### src/rtl/unidade_controle_contagem.sv
// Control unit sequencing a 74163 counter against a 7485 comparator for one VALOR_INICIAL..LIMITE run.
// Optional build macro AUTO_REPETIR_EN: restart the same run automatically after every match.
module unidade_controle_contagem #(
  parameter int WIDTH = 4
) (
  input  logic             CLK,
  input  logic             CLR,
  input  logic             INICIAR,
  input  logic             PAUSAR,
  input  logic [WIDTH-1:0] VALOR_INICIAL,
  input  logic [WIDTH-1:0] LIMITE,
  input  logic             IGUAL,
  input  logic             RCO,
  output logic             ZERA_N,
  output logic             CARREGA_N,
  output logic             CONTA,
  output logic [WIDTH-1:0] DADO_CARGA,
  output logic [WIDTH-1:0] COMPARA_B,
  output logic [WIDTH-1:0] PULSOS,
  output logic             PRONTO,
  output logic             ERRO,
  output logic [2:0]       ESTADO
);

  typedef enum logic [2:0] {
    S_INICIAL  = 3'd0,
    S_PREPARA  = 3'd1,
    S_CARREGA  = 3'd2,
    S_CONTANDO = 3'd3,
    S_PAUSA    = 3'd4,
    S_FIM      = 3'd5,
    S_ERRO     = 3'd6
  } estado_t;

  estado_t          state_q, state_d;
  logic [WIDTH-1:0] valor_q, valor_d;
  logic [WIDTH-1:0] limite_q, limite_d;
  logic [WIDTH-1:0] pulsos_q, pulsos_d;
  logic             conta_s;
  logic             start_s;

  // State and captured-operand registers
  always_ff @(posedge CLK) begin
    if (CLR) begin
      state_q  <= S_INICIAL;
      valor_q  <= {WIDTH{1'b0}};
      limite_q <= {WIDTH{1'b0}};
      pulsos_q <= {WIDTH{1'b0}};
    end else begin
      state_q  <= state_d;
      valor_q  <= valor_d;
      limite_q <= limite_d;
      pulsos_q <= pulsos_d;
    end
  end

  // Next-state, capture and pulse-count logic
  always_comb begin
    state_d  = state_q;
    valor_d  = valor_q;
    limite_d = limite_q;
    pulsos_d = pulsos_q;
    conta_s  = 1'b0;
    start_s  = 1'b0;
    case (state_q)
      S_INICIAL, S_ERRO: begin
        start_s = INICIAR;
      end
      S_PREPARA: begin
        state_d = S_CARREGA;
      end
      S_CARREGA: begin
        state_d = S_CONTANDO;
      end
      S_CONTANDO: begin
        conta_s = !IGUAL && !PAUSAR;
        // Match beats wrap: at LIMITE = all-ones both flags rise together
        if (IGUAL) begin
          state_d = S_FIM;
        end else if (RCO) begin
          state_d = S_ERRO;
        end else if (PAUSAR) begin
          state_d = S_PAUSA;
        end else begin
          state_d = S_CONTANDO;
        end
        if (conta_s) begin
          pulsos_d = pulsos_q + {{(WIDTH-1){1'b0}}, 1'b1};
        end else begin
          pulsos_d = pulsos_q;
        end
      end
      S_PAUSA: begin
        if (!PAUSAR) begin
          state_d = S_CONTANDO;
        end else begin
          state_d = S_PAUSA;
        end
      end
      S_FIM: begin
`ifdef AUTO_REPETIR_EN
        state_d  = S_CARREGA;
        pulsos_d = {WIDTH{1'b0}};
`else
        start_s = INICIAR;
`endif
      end
      default: begin
        state_d = S_INICIAL;
      end
    endcase

    // An inverted range is rejected before the counter is ever loaded
    if (start_s) begin
      valor_d  = VALOR_INICIAL;
      limite_d = LIMITE;
      pulsos_d = {WIDTH{1'b0}};
      if (VALOR_INICIAL > LIMITE) begin
        state_d = S_ERRO;
      end else begin
        state_d = S_PREPARA;
      end
    end else begin
      valor_d = valor_d;
    end
  end

  assign ZERA_N     = !((state_q == S_INICIAL) || (state_q == S_PREPARA) || (state_q == S_ERRO));
  assign CARREGA_N  = (state_q != S_CARREGA);
  assign CONTA      = conta_s;
  assign DADO_CARGA = valor_q;
  assign COMPARA_B  = limite_q;
  assign PULSOS     = pulsos_q;
  assign PRONTO     = (state_q == S_FIM);
  assign ERRO       = (state_q == S_ERRO);
  assign ESTADO     = state_q;

endmodule

### config.mk
export PLATFORM = sky130hd
export DESIGN_NAME = unidade_controle_contagem
export DESIGN_NICKNAME = d
export VERILOG_FILES = /design/src/rtl/unidade_controle_contagem.sv
export SDC_FILE = /design/constraint.sdc
export NUM_CORES = 1
export LEC_CHECK = 0
export ABC_AREA = 1
export BUFFER_PORTS_ARGS = -buffer_cell sky130_fd_sc_hd__buf_2
export CORE_MARGIN = 4
export CORE_UTILIZATION = 47
export CTS_CLUSTER_SIZE = 14
export DETAILED_ROUTE_END_ITERATION = 8
export PLACE_DENSITY = 0.88
export SLEW_MARGIN = 10
export SYNTH_ARGS = -nofsm -noshare
export SYNTH_HDL_FRONTEND = slang
export SYNTH_SLANG_ARGS = --single-unit
### constraint.sdc
create_clock -name CLK -period 1.5 [get_ports CLK]
set_input_delay 0.3 -clock CLK [delete_from_list [all_inputs] [get_ports CLK]]
set_output_delay 0.3 -clock CLK [all_outputs]
set_load 0.005 [all_outputs]
==> results_dict.tcl <==
set metrics [dict create \
    dp_slack_ps 142 \
    maxCapViolCount 0 \
    grt_max_degree 13 \
    rows 15 \
    min_path_type "input pin to register" \
    dr_total_vias 913 \
    setup_ws_ps 37.0 \
    initial_core_util 0.499 \
    power_mw 1.60 \
    drive_above_1_share 0.329 \
    ys_types 20 \
    finalSetupViolCount 0 \
    multi_input_area_um2 489 \
    clockBufferDepth 2 \
    gp_congestion 0.829 \
    critPathArrivalTime_ps 1160 \
    grt_util_all_layers 0.173 \
    numClockSinks 15 \
    clock-root-buffer "clkbuf_4" \
    p_clk_frac 0.146 \
    ctsHtreeMaxLevel 1 \
    tightestPinTransition_ps 338 \
    dieArea_mm2 0.00258 \
    end_kind "output pin" \
    dp_hpwl_um 1640 \
    grt_pass1_wl_um 3510 \
    cts_buffers 3 \
    clock_latency_ps 290 \
    area_growth_pct 30.1 \
    slew_headroom 0.775 \
    syn_nets 146 \
    swShare 0.426 \
    core-area_mm2 0.00173 \
    cts_tree "done" \
    io_pins 34 \
    wirelength_um 2090 \
    io_buffers 33 \
    finalSetupTns_ps 0 \
    combPwrFrac 0.464 \
    critPathLaunchType "register" \
    path_clk_slew_ps 90 \
    synth_area_um2 861 \
    pwr_density_cell_mw_per_mm2 1430 \
    seqPwrFrac 0.390 \
    min_period_ps 1460 \
    grt_overflow_total 0 \
    hold_viol 0 \
    holdWs_ps 276 \
    finalClockSkew_ps 0.311 \
    post-route-period-util 0.975 \
    cp_max_fo 7 \
    ys_seq_area_frac 0.349 \
    diodes 0 \
    grt_pass1_vias 860 \
    fillers 174 \
    drc 0 \
    drt_pass1_iterations 4 \
    max_freq_mhz 684 \
    drt-vias-per-instance 4.83 \
    final_nets 184 \
    grt_antenna_before_repair 0 \
    status "finished clean" \
    syn_area_per_cell_um2 6.78 \
    postRouteAntennaNets 0 \
    critPathRequiredTime_ps 1200 \
    ir_worst_vdd_mv 0.861 \
    drt-initial-drc-count 26 \
    yosysWarningCount 0 \
    die_w_um 50.8 \
    leakagePower_nw 0.624 \
    regArea_um2 312 \
    wl_per_cell_um 11.0 \
    power_switching_mw 0.681 \
    synth_cells 127 \
    maxSlewViolCount 0 \
    ys_ff_latch 15 \
    critPathKind "register to output pin" \
    power.internal_mw 0.917 \
    die_height_um 50.8 \
    rsz0062_at_grt "false" \
]
-- through the flow --
stage,util,cell area (um^2),instances
floorplan,-,861,127
finish,0.649,1120,189
global route,0.649,1120,189
CTS,0.633,1090,189
detailed placement,0.610,1050,184
global placement,0.610,1050,184
-- power groups by stage --
stage | Combinational (mW) | Sequential, mW | Clock (mW)
detailed placement | 0.712 | 0.595 | 0
global route | 0.832 | 0.640 | 0.260
CTS | 0.719 | 0.593 | 0.234
floorplan | 0.443 | 0.596 | 0
global placement | 0.685 | 0.586 | 0
finish | 0.740 | 0.623 | 0.234
-- cell families (layout without fill, tap and decap cells) --
logic type / Yosys count / after routing / share of synthesized area
XOR/XNOR: 2 / 2 / 0.0204
buffers and inverters: 23 / 60 / 0.103
flip-flops: 15 / 15 / 0.349
AO/OA/AOI/OAI: 13 / 13 / 0.0756
AND/OR/NAND/NOR: 69 / 69 / 0.379
adder cells (fa/ha/maj): 5 / 5 / 0.0727
-- Yosys cell counts --
library cell,count,share of area
a21oi_1,4,0.023
clkbuf_1,1,0.0044
dfxtp_1,15,0.35
ha_1,5,0.073
inv_1,20,0.087
inv_2,1,0.0044
inv_4,1,0.0073
nand2_1,21,0.092
nand2_2,2,0.015
nand2_4,1,0.013
nand3_1,11,0.064
nand3_2,2,0.023
nand4_1,2,0.015
nor2_1,26,0.11
nor3_1,2,0.012
nor3_4,1,0.019
nor3b_2,1,0.015
o21ai_0,9,0.052
xnor2_1,1,0.010
xor2_1,1,0.010
-- metal layers --
| layer | up-vias | part of all wire | track usage |
|---|---|---|---|
| met5 | - | 0 | 0 |
| li1 | 475 | - | - |
| met4 | 0 | 0.012 | 0.0583 |
| met3 | 5 | 0.074 | 0.0326 |
| met1 | 390 | 0.40 | 0.192 |
| met2 | 43 | 0.52 | 0.324 |
-- cells in the final DEF (no fill, tap or decap), drive strengths merged --
cell     n
nand4    2
nor2    26
buf     34
dfxtp   15
o21ai    9
a21oi    4
inv     22
xnor2    1
clkbuf   3
nor3     3
ha       5
nand3   13
nor3b    1
nand2   24
clkinv   1
xor2     1
-- worst max-delay path: stages, from the launching register on --
cell and delay [ps]:
dfxtp_4 390, inv_4 90, nand3_4 90, nor3_4 180, buf_2 140
-- flip-flops by register name, summed over array words and instances, names as in the netlist --
| name | flops |
|---|---|
| COMPARA_B | 4 |
| DADO_CARGA | 4 |
| ESTADO | 3 |
| PULSOS | 4 |
-- final timing paths --
path,startpoint,endpoint,slack (ps),cells after the start
min,LIMITE[2],COMPARA_B[2],280,3
max reg2reg,ESTADO[1],ESTADO[2],230,9
min reg2reg,COMPARA_B[2],COMPARA_B[2],480,2
max,ESTADO[2],CONTA,40,4
-- layout make-up --
type                    instances  area share
multi-input cells              89       0.437
flip-flops and latches         15       0.278
repair buffers                 34       0.154
inverters                      22      0.0782
well taps                      25      0.0279
clock buffers                   3      0.0201
clock inverters                 1     0.00447
-- what timing repair did --
action / CTS / global route
buffers inserted: 1 / 0
gates resized for setup: 3 / 9
endpoints found under the setup margin: 2 / 4
hold buffers: 0 / 0
hold endpoints to repair: 0 / 0
pin swaps: 1 / 0
(Power assumes the default switching activity.)
